==> config.mk <==
export PLATFORM = sky130hd
export DESIGN_NAME = bnn_conv_array
export DESIGN_NICKNAME = d
export VERILOG_FILES = /design/src/rtl/bnn_pkg.sv /design/src/rtl/bnn_xnor_pe.sv /design/src/rtl/bnn_conv_array.sv
export SDC_FILE = /design/constraint.sdc
export NUM_CORES = 2
export LEC_CHECK = 0
export CAP_MARGIN = 40
export CORE_MARGIN = 2
export CORE_UTILIZATION = 25
export CTS_BUF_LIST = sky130_fd_sc_hd__clkbuf_4 sky130_fd_sc_hd__clkbuf_8
export DETAILED_ROUTE_END_ITERATION = 12
export GPL_ROUTABILITY_DRIVEN = 0
export PLACE_DENSITY_LB_ADDON = 0.15
export SETUP_SLACK_MARGIN = 0.05
export SYNTH_ARGS = -nofsm -noshare
export SYNTH_HDL_FRONTEND = slang
export SYNTH_SLANG_ARGS = --single-unit
export TNS_END_PERCENT = 10
==> constraint.sdc <==
create_clock -name clk -period 11 [get_ports clk]
set_input_delay 2.2 -clock clk [delete_from_list [all_inputs] [get_ports clk]]
set_output_delay 2.2 -clock clk [all_outputs]
set_load 0.05 [all_outputs]
==> src/rtl/bnn_pkg.sv <==
// ----------------------------------------------------------------------------
// bnn_pkg
// Shared definitions for the binary convolution array: command encoding,
// controller state encoding, beat/bias widths and the popcount width helper.
// Optional feature macro: BNN_CONV_BIAS_EN (adds the LOAD_BIAS state).
// ----------------------------------------------------------------------------
package bnn_pkg;

  typedef enum logic [1:0] {
    CMD_NOP      = 2'b00,
    CMD_LOAD_WGT = 2'b01,
    CMD_STREAM   = 2'b10,
    CMD_CLEAR    = 2'b11
  } cmd_e;

`ifdef BNN_CONV_BIAS_EN
  typedef enum logic [2:0] {
    ST_IDLE      = 3'd0,
    ST_LOAD_WGT  = 3'd1,
    ST_LOAD_BIAS = 3'd2,
    ST_STREAM    = 3'd3,
    ST_DRAIN     = 3'd4
  } state_e;
`else
  typedef enum logic [2:0] {
    ST_IDLE      = 3'd0,
    ST_LOAD_WGT  = 3'd1,
    ST_STREAM    = 3'd3,
    ST_DRAIN     = 3'd4
  } state_e;
`endif

  localparam int BEAT_W = 8;
  localparam int BIAS_W = 8;

  // Bits needed to hold a popcount of 0..k*k.
  function automatic int pc_width(input int k);
    return $clog2(k * k + 1);
  endfunction

endpackage

==> src/rtl/bnn_xnor_pe.sv <==
// ----------------------------------------------------------------------------
// bnn_xnor_pe
// One binary output-channel PE: XNOR of window against kernel, popcount of the
// matches, mapped to the signed {-1,+1} dot product 2*popcount - K*K.
// Purely combinational; the caller registers the result.
// Ports:
//   window  in  K*K  current window bits (column c at [c*K +: K])
//   kernel  in  K*K  kernel bits (row r at [r*K +: K], pairs with column r)
//   result  out OUT_W signed dot product
// ----------------------------------------------------------------------------
module bnn_xnor_pe
  import bnn_pkg::*;
#(
  parameter int K     = 7,
  parameter int OUT_W = 8
) (
  input  logic [K*K-1:0]          window,
  input  logic [K*K-1:0]          kernel,
  output logic signed [OUT_W-1:0] result
);

  localparam int PC_W = pc_width(K);

  logic [K*K-1:0]  match;
  logic [PC_W-1:0] pc;

  always_comb begin
    match = ~(window ^ kernel);
    pc    = '0;
    for (int i = 0; i < K * K; i++) begin
      pc = pc + PC_W'(match[i]);
    end
    // Modular arithmetic in OUT_W bits is exact because |result| <= K*K fits.
    result = OUT_W'({pc, 1'b0}) - OUT_W'(K * K);
  end

endmodule

==> src/rtl/bnn_conv_array.sv <==
// ----------------------------------------------------------------------------
// bnn_conv_array
// Array of N_PE binary (XNOR/popcount) PEs sharing one K x K sliding window.
// Weights are loaded row by row; image columns are streamed in and each
// column that completes a window produces one packed result beat.
// Optional feature macro: BNN_CONV_BIAS_EN -- per-PE signed 8-bit bias with
// OUT_W saturation, loaded in a LOAD_BIAS phase after LOAD_WGT.
//
// Ports:
//   clk, rst                 clock, synchronous active-high reset
//   cmd[1:0], cmd_valid/rdy  command (NOP/LOAD_WGT/STREAM/CLEAR), IDLE only
//   data_in[7:0], in_valid/rdy  weight row, bias byte or image column
//   col_count[15:0]          column count, sampled when STREAM is accepted
//   out_data, out_valid/rdy  packed signed results, PE0 in LSBs
//   busy                     controller not in IDLE
//
// state     | meaning
// ----------+-------------------------------------------------------------
// IDLE      | waiting for a command; CLEAR is handled here in one cycle
// LOAD_WGT  | taking N_PE*K kernel rows, PE-major
// LOAD_BIAS | taking N_PE bias bytes (BNN_CONV_BIAS_EN builds only)
// STREAM    | shifting columns into the window until col_count taken
// DRAIN     | waiting for the pipeline to empty and the last result taken
// ----------------------------------------------------------------------------
module bnn_conv_array
  import bnn_pkg::*;
#(
  parameter int N_PE  = 8,
  parameter int K     = 7,
  parameter int OUT_W = 8
) (
  input  logic                  clk,
  input  logic                  rst,
  input  logic [1:0]            cmd,
  input  logic                  cmd_valid,
  output logic                  cmd_ready,
  input  logic [BEAT_W-1:0]     data_in,
  input  logic                  in_valid,
  output logic                  in_ready,
  input  logic [15:0]           col_count,
  output logic [N_PE*OUT_W-1:0] out_data,
  output logic                  out_valid,
  input  logic                  out_ready,
  output logic                  busy
);

  localparam int WIN_W  = K * K;
  localparam int ROW_W  = $clog2(K);
  localparam int PE_W   = (N_PE > 1) ? $clog2(N_PE) : 1;
  localparam int FILL_W = $clog2(K);

  state_e                  state_q, state_d;
  logic [WIN_W-1:0]        wgt_q [N_PE];
  logic [WIN_W-1:0]        wgt_d [N_PE];
  logic [WIN_W-1:0]        win_q, win_d, win_shift;
  logic [15:0]             col_rem_q, col_rem_d;
  logic [FILL_W-1:0]       fill_rem_q, fill_rem_d;
  logic [ROW_W-1:0]        ld_row_q, ld_row_d;
  logic [PE_W-1:0]         ld_pe_q, ld_pe_d;
  logic                    s1_valid_q, s1_valid_d;
  logic signed [OUT_W-1:0] s1_res_q [N_PE];
  logic signed [OUT_W-1:0] s1_res_d [N_PE];
  logic                    out_valid_q, out_valid_d;
  logic [N_PE*OUT_W-1:0]   out_data_q, out_data_d;
  logic signed [OUT_W-1:0] pe_res [N_PE];

  logic cmd_acc, in_acc, out_free, stall, produce;
  logic ld_last_row, ld_last_pe;
  logic unused_data;

`ifdef BNN_CONV_BIAS_EN
  localparam int SUM_W = ((OUT_W > BIAS_W) ? OUT_W : BIAS_W) + 1;
  localparam logic signed [SUM_W-1:0] SAT_MAX = SUM_W'((1 << (OUT_W - 1)) - 1);
  localparam logic signed [SUM_W-1:0] SAT_MIN = SUM_W'(-(1 << (OUT_W - 1)));

  logic signed [BIAS_W-1:0] bias_q [N_PE];
  logic signed [BIAS_W-1:0] bias_d [N_PE];

  function automatic logic signed [OUT_W-1:0] sat_add(
    input logic signed [OUT_W-1:0]  r,
    input logic signed [BIAS_W-1:0] b
  );
    logic signed [SUM_W-1:0] sum;
    sum = SUM_W'(r) + SUM_W'(b);
    if (sum > SAT_MAX)      return OUT_W'(SAT_MAX);
    else if (sum < SAT_MIN) return OUT_W'(SAT_MIN);
    else                    return OUT_W'(sum);
  endfunction
`endif

  // Newest column enters at index 0; the PEs see the post-shift window so the
  // stage-1 register captures the result in the same edge as the beat.
  assign win_shift = {win_q[WIN_W-K-1:0], data_in[K-1:0]};

  for (genvar g = 0; g < N_PE; g++) begin : g_pe
    bnn_xnor_pe #(
      .K     (K),
      .OUT_W (OUT_W)
    ) u_pe (
      .window (win_shift),
      .kernel (wgt_q[g]),
      .result (pe_res[g])
    );
  end

  assign cmd_ready   = (state_q == ST_IDLE);
  assign cmd_acc     = cmd_valid & cmd_ready;
  assign out_free    = ~out_valid_q | out_ready;
  // Both stages full and the output not draining: a new result has nowhere to go.
  assign stall       = s1_valid_q & out_valid_q & ~out_ready;
  assign in_acc      = in_valid & in_ready;
  assign produce     = (state_q == ST_STREAM) & in_acc & (fill_rem_q == '0);
  assign ld_last_row = (ld_row_q == ROW_W'(K - 1));
  assign ld_last_pe  = (ld_pe_q == PE_W'(N_PE - 1));
  assign unused_data = ^data_in;

  always_comb begin
    in_ready = 1'b0;
    case (state_q)
      ST_LOAD_WGT:  in_ready = 1'b1;
`ifdef BNN_CONV_BIAS_EN
      ST_LOAD_BIAS: in_ready = 1'b1;
`endif
      ST_STREAM:    in_ready = (col_rem_q != '0) & ~stall;
      default:      in_ready = 1'b0;
    endcase
  end

  always_comb begin
    state_d    = state_q;
    wgt_d      = wgt_q;
    win_d      = win_q;
    col_rem_d  = col_rem_q;
    fill_rem_d = fill_rem_q;
    ld_row_d   = ld_row_q;
    ld_pe_d    = ld_pe_q;
`ifdef BNN_CONV_BIAS_EN
    bias_d     = bias_q;
`endif
    case (state_q)
      ST_IDLE: begin
        if (cmd_acc) begin
          case (cmd_e'(cmd))
            CMD_LOAD_WGT: begin
              state_d  = ST_LOAD_WGT;
              ld_row_d = '0;
              ld_pe_d  = '0;
            end
            CMD_STREAM: begin
              state_d    = ST_STREAM;
              col_rem_d  = col_count;
              fill_rem_d = FILL_W'(K - 1);
            end
            CMD_CLEAR: begin
              win_d      = '0;
              fill_rem_d = FILL_W'(K - 1);
            end
            default: ;
          endcase
        end
      end
      ST_LOAD_WGT: begin
        if (in_acc) begin
          for (int p = 0; p < N_PE; p++) begin
            for (int r = 0; r < K; r++) begin
              if (PE_W'(p) == ld_pe_q && ROW_W'(r) == ld_row_q) begin
                wgt_d[p][r*K +: K] = data_in[K-1:0];
              end
            end
          end
          if (ld_last_row) begin
            ld_row_d = '0;
            if (ld_last_pe) begin
              ld_pe_d = '0;
`ifdef BNN_CONV_BIAS_EN
              state_d = ST_LOAD_BIAS;
`else
              state_d = ST_IDLE;
`endif
            end else begin
              ld_pe_d = ld_pe_q + PE_W'(1);
            end
          end else begin
            ld_row_d = ld_row_q + ROW_W'(1);
          end
        end
      end
`ifdef BNN_CONV_BIAS_EN
      ST_LOAD_BIAS: begin
        if (in_acc) begin
          for (int p = 0; p < N_PE; p++) begin
            if (PE_W'(p) == ld_pe_q) bias_d[p] = signed'(data_in);
          end
          if (ld_last_pe) begin
            ld_pe_d = '0;
            state_d = ST_IDLE;
          end else begin
            ld_pe_d = ld_pe_q + PE_W'(1);
          end
        end
      end
`endif
      ST_STREAM: begin
        if (in_acc) begin
          win_d     = win_shift;
          col_rem_d = col_rem_q - 16'd1;
          if (fill_rem_q != '0) fill_rem_d = fill_rem_q - FILL_W'(1);
        end
        if (col_rem_q == '0 || (in_acc && col_rem_q == 16'd1)) state_d = ST_DRAIN;
      end
      ST_DRAIN: begin
        if (!s1_valid_q && out_free) state_d = ST_IDLE;
      end
      default: state_d = ST_IDLE;
    endcase
  end

  always_comb begin
    s1_valid_d  = s1_valid_q;
    s1_res_d    = s1_res_q;
    out_valid_d = out_valid_q;
    out_data_d  = out_data_q;

    if (s1_valid_q && out_free) begin
      out_valid_d = 1'b1;
      for (int p = 0; p < N_PE; p++) begin
`ifdef BNN_CONV_BIAS_EN
        out_data_d[p*OUT_W +: OUT_W] = sat_add(s1_res_q[p], bias_q[p]);
`else
        out_data_d[p*OUT_W +: OUT_W] = s1_res_q[p];
`endif
      end
    end else if (out_valid_q && out_ready) begin
      out_valid_d = 1'b0;
    end

    if (produce) begin
      s1_valid_d = 1'b1;
      s1_res_d   = pe_res;
    end else if (s1_valid_q && out_free) begin
      s1_valid_d = 1'b0;
    end
  end

  always_ff @(posedge clk) begin
    if (rst) begin
      state_q     <= ST_IDLE;
      win_q       <= '0;
      col_rem_q   <= '0;
      fill_rem_q  <= '0;
      ld_row_q    <= '0;
      ld_pe_q     <= '0;
      s1_valid_q  <= 1'b0;
      out_valid_q <= 1'b0;
      out_data_q  <= '0;
      for (int p = 0; p < N_PE; p++) begin
        wgt_q[p]    <= '0;
        s1_res_q[p] <= '0;
`ifdef BNN_CONV_BIAS_EN
        bias_q[p]   <= '0;
`endif
      end
    end else begin
      state_q     <= state_d;
      wgt_q       <= wgt_d;
      win_q       <= win_d;
      col_rem_q   <= col_rem_d;
      fill_rem_q  <= fill_rem_d;
      ld_row_q    <= ld_row_d;
      ld_pe_q     <= ld_pe_d;
      s1_valid_q  <= s1_valid_d;
      s1_res_q    <= s1_res_d;
      out_valid_q <= out_valid_d;
      out_data_q  <= out_data_d;
`ifdef BNN_CONV_BIAS_EN
      bias_q      <= bias_d;
`endif
    end
  end

  assign out_valid = out_valid_q;
  assign out_data  = out_data_q;
  assign busy      = (state_q != ST_IDLE);

endmodule

**After elaboration in Yosys (flattened, before gate mapping)**

Cells that the tools add are included.

- Bits in registers: 592
- Latch bits: 0
- Bits in writable memories: 0
- Bits in read-only memories: 0
- Bits of input ports: 31
- Output and inout port bits: 68
- Word-level logic and storage cells: 703
- Memories kept: 0

- Add/subtract/negate cells: 396
- $mul: 0
- Div/mod/pow operators: 0
- $lt $le $gt $ge: 0
- Eq/ne operators: 35
- Shift operators: 0
- Mux-type cells: 35
- Bitwise operators: 27
- Reductions and logical operators: 137

Operators with widths:

| operator | number |
|---|---|
| 6-bit by 1-bit adder with 6-bit output | 376 |
| 49-bit inverter | 8 |
| 49-bit bitwise XOR | 8 |
| 3-bit AND reduction | 56 |
| 42-bit two-way mux | 3 |
| 42-bit one-hot mux with 2 select lines | 1 |
| 7-bit by 6-bit subtractor with 8-bit output, second input constant | 8 |
| 1-bit logical AND | 60 |
| 3-bit two-way mux | 17 |
| 16-bit two-way mux | 3 |
| 16-bit one-hot mux with 2 select lines | 1 |
| 3-bit one-hot mux with 2 select lines | 4 |
| 3-bit == test, first input constant | 7 |
| 1-bit by 1-bit adder with 2-bit output | 8 |
| 16-bit by 1-bit == test with 1-bit output, second input constant | 1 |
| 16-bit logical NOT | 1 |
| 16-bit nonzero test | 1 |
| 16-bit by 1-bit subtractor with 16-bit output, second input constant | 1 |
| 2-bit by 3-bit == test with 1-bit output, first input constant | 4 |
| 3-bit logical NOT | 4 |
| 2-bit by 1-bit inequality test with 1-bit output, second input constant | 6 |
| 2-bit inequality test, second input constant | 6 |
| 3-bit one-hot mux with 4 select lines | 1 |
| 4-bit AND reduction | 3 |
| other kinds (21) | 42 |

**Depth between registers and ports, before layout**

- Word-level depth: 51
- Mapped depth: 23
- Mapped depth without buffers: 21

**Cells and area by module**

A second synthesis with hierarchy kept.

- Cells, all modules: 3919
- Area total of the unflattened synthesis: 35884.4 um^2

Modules (own cells, without submodules):

| module | times used | cells an instance | area each (um^2) | sequential area each (um^2) |
|---|---|---|---|---|
| bnn_conv_array | 1 | 2610 | 22420.3 | 11851.4 |
| bnn_xnor_pe (g_pe[0].u_pe ...) | 5 | 163 | 1680.4 | 0.0 |
| bnn_xnor_pe (g_pe[7].u_pe) | 1 | 170 | 1702.9 | 0.0 |
| bnn_xnor_pe (g_pe[1].u_pe) | 1 | 164 | 1690.4 | 0.0 |
| bnn_xnor_pe (g_pe[6].u_pe) | 1 | 160 | 1669.1 | 0.0 |

**Worst setup path after synthesis**

No wires, ideal clock.

- Kind: input to register
- From: in data_in[0]
- To: reg s1_res_q[62] in the netlist's numbering
- Arrival time: 8814 ps
- Data required time: 10909 ps
- Path slack: 2095 ps
- Stages: 21
- Path buffers: 2
- Cell sequence: clkbuf_1 clkbuf_1 xnor2_1 ha_1 inv_1 fa_1 fa_1 fa_1 fa_1 fa_1 fa_1 fa_1 inv_1 ha_1 inv_1 fa_1 nand2b_1 a21oi_1 xnor2_1 or4b_2 a311oi_1

- Word-level cells in the longest chain between the ends: 51

Ends and longest elaborated chain:

| what | line | RTL |
|---|---|---|
| start: declaration | bnn_conv_array.sv:37 | `input logic [BEAT_W-1:0] data_in,` |
| 49-bit bitwise XOR | bnn_xnor_pe.sv:28 | `match = ~(window ^ kernel);` |
| 49-bit inverter | bnn_xnor_pe.sv:28 |  |
| 1-bit by 1-bit adder with 2-bit output | bnn_xnor_pe.sv:31 | `pc = pc + PC_W'(match[i]);` |
| 6-bit by 1-bit adder with 6-bit output (47 in a row) | bnn_xnor_pe.sv:31 |  |
| 7-bit by 6-bit subtractor with 8-bit output | bnn_xnor_pe.sv:34 | `result = OUT_W'({pc, 1'b0}) - OUT_W'(K * K);` |
| end signal: assignment | bnn_conv_array.sv:272 | `s1_res_q <= s1_res_d;` |
| end: declaration | bnn_conv_array.sv:61 | `logic signed [OUT_W-1:0] s1_res_q [N_PE];` |

No other way between the ends.
A chain may end at the register's enable or synchronous reset.

**Worst setup path after layout**

- From: in data_in[0]
- To: reg s1_res_q[22] in the netlist's numbering

The elaborated chain is that of the path after synthesis.

==> results.yml <==
setup_path:
  r2r_slack_ns: 3.85
  cp-start-kind: "input pin"
  arrival_ns: 8.98
  cp-startpoint: "data_in[0]"
  critPathMaxFanout: 20
  r2r.worst_path.cells: 19
  reg2reg_from: "win_q[1]"
  setup.worst_path.end_class: "register"
  worstReg2RegEnd: "s1_res_q[62]"
  worst_ep_required_time_ns: 11.68
  crit_type: "input pin to register"
sta:
  hold_violations: 0
  post-route-min-period_ns: 8.30
  rsz0062_at_grt: "no"
  relSlewSlack_pct: 41.4
  hold_ws_ns: 0.443
  worstMarginPinSlew_ns: 0.878
  finalCritPeriodShare_pct: 75.4
  fmax_mhz: 121
  setup-tns-final_ns: 0
  skew_ns: 0.0463
  drv_slew: 0
  setup_viol: 0
clock_network:
  path_clk_slew_ns: 0.06
  clockBufferDepth: 3
  cts_buffers: 115
  cts_max_level: 3
  cts_resized: 0
  hold_buffers: 0
  clk_latency_ns: 0.81
  cts_tree: "yes"
  cts_root_buffer: "clkbuf_8"
  post_cts_buffers: 0
  clock-sinks: 578
detailed_routing:
  route.detailed.drc: 0
  routed_wl_mm: 122
  wl_per_cell_microns: 20.3
  vias: 26500
  antenna_left: 0
  drt_iter0_markers: 1558
  routed_via_density: 4.41
  drt-pass1-iter-count: 7
yosys:
  yosys_warnings: 0
  synthFlopType: "dfxtp_1"
  synthDistinctLibCells: 72
  synth_top_area_share_pct: 32.3
  synth-edff-count: 0
  netlist_instances: 3962
  synth_area_leaders: "dfxtp_1, fa_1, mux2i_1, xor2_1, nand2_1"
  netlist_area_sq_um: 35900
  synth-seq-area-share_pct: 32.3
  synth_top_area_cell: "dfxtp_1"
  syn_area_per_cell_sq_um: 9.05
  syn-num-nets: 4420
  async_flop_share_pct: 0
  ys_ff_latch: 578
global_route:
  antenna_found_initial: 2
  grt_remaining_overflow: 0
  grt_pass1_wl_mm: 180
  first_global_vias: 26700
  grt_start_max_net_pins: 78
  grt.total_usage_pct: 16.6
layout:
  drive_gt1_share_pct: 9.34
  syn2layout_area_growth_pct: 16.4
  fin_nets: 4479
  utilization_pct: 29.4
  fill_cells: 15100
floorplanning:
  start_util_pct: 25.3
  fp.dieH_microns: 383
  ios: 99
  die_w_microns: 383
  fp.dieArea_sq_um: 146000
  coreArea_sq_um: 142000
  rows: 138
power_and_ir_drop:
  ir_worst_vdd_mv: 0.104
  power.density_nw_per_um2: 154
  cellLeakagePower_nw: 17.1
  finalPower_w: 0.00642
hold_path:
  min_path_cells: 2
  min_to: "out_data[19]"
  worstHoldStart: "s1_res_q[43]"
  hp-class: "register to register"
run_status:
  outcome: "finished clean"
place:
  dpl.hpwl_mm: 84.0
  port_buffers: 97
job:
  maxCapViolCount: 0
-- critical path, cell delays in order --
cell      delay (ns)
buf_4           0.46
xnor2_1         0.16
ha_1            0.30
inv_1           0.05
fa_1            0.51
fa_1            0.55
fa_1            0.55
fa_1            0.54
fa_1            0.58
fa_1            0.54
fa_1            0.48
inv_1           0.07
ha_1            0.17
inv_1           0.05
fa_1            0.40
nand2b_1        0.16
a21oi_1         0.16
xnor2_1         0.16
or4_1           0.53
a311oi_1        0.24
-- sequential cells by signal (all words and copies together) (netlist names), 3 cells and up --
name        count
wgt_q         392
out_data       57
s1_res_q       57
win_q          42
col_rem_q      16
fill_rem_q      3
ld_pe_q         3
ld_row_q        3
state_q         3
-- layout make-up --
cell class                 count  area (sq um)  area share, %
multi-input combinational   2697         21600           51.9
sequential                   578         11600           27.7
clock buffer                 187          2390           5.72
tap                         1890          2360           5.66
timing repair buffer         206          1950           4.68
inverter                     423          1590           3.80
clock inverter                22           228          0.545
antenna                        2          5.00         0.0120
-- metal layers --
layer	GRT usage [%]	share of wire, %	vias to the layer above
li1	-	-	12800
met1	23.5	48	13000
met2	26.0	45	541
met3	2.60	4.8	142
met4	4.75	2.2	0
met5	0	0	-
-- how the worst max path moves through the flow --
stage              endpoint  depth (start not counted)  slack (ns)
3_3_place_gp   s1_res_q[62]                         20        1.87
2_1_floorplan  s1_res_q[62]                         21        2.09
6_report       s1_res_q[22]                         20        2.70
4_1_cts        s1_res_q[22]                         20        2.76
5_1_grt        s1_res_q[62]                         20        2.47
3_5_place_dp   s1_res_q[22]                         20        1.90
-- cell usage in the layout, fill, tap and decap left out, types with 37 or more instances in the layout --
master,synthesis,routed
nand3_1,172,172
ha_1,107,107
nand2_1,462,462
o21ai_0,108,108
clkbuf_8,0,157
nor2_1,290,289
a211oi_1,37,37
xor2_1,244,244
buf_4,13,103
clkdlybuf4s50_1,0,89
inv_1,422,421
a21oi_1,313,313
dfxtp_1,578,573
xnor2_1,191,191
fa_1,320,320
mux2i_1,235,235
-- cells by family (layout without fill, tap and decap cells) --
logic type	after synthesis	after routing	share of synthesized area [%]
multiplexers	235	235	6.56
AND/OR/NAND/NOR	1058	1058	13.0
other	0	2	0
AO/OA/AOI/OAI	542	542	8.51
buffers and inverters	687	838	7.42
adder cells (fa/ha/maj)	427	427	21.6
XOR/XNOR	435	435	10.6
flip-flops	578	578	32.3
-- power breakdown --
group	switching (W)	internal, W
clock network	0.00105	0.00146
registers	0.00000880	0.00210
logic	0.00108	0.000722
total	0.00214	0.00428
-- synth_stat cells, types with 10 or more instances --
cell type  count
dfxtp_1      578
nand2_1      462
inv_1        422
fa_1         320
a21oi_1      313
nor2_1       290
xor2_1       244
mux2i_1      235
clkbuf_1     209
xnor2_1      191
nand3_1      172
o21ai_0      108
ha_1         107
a211oi_1      37
buf_2         21
buf_1         20
a21o_1        15
and3_1        13
buf_4         13
nor2_2        12
nor3_1        12
nor2b_1       11
a31oi_1       10
-- through the flow --
stage	std cells	setup WS [ns]	area (sq um)
2_1_floorplan	3962	2.09	35900
3_3_place_gp	5773	1.87	38800
3_5_place_dp	5794	1.90	39100
4_1_cts	6003	2.76	41700
5_1_grt	6004	2.47	41700
6_report	6005	2.70	41700
No activity file was read; power rests on OpenSTA's default activity.
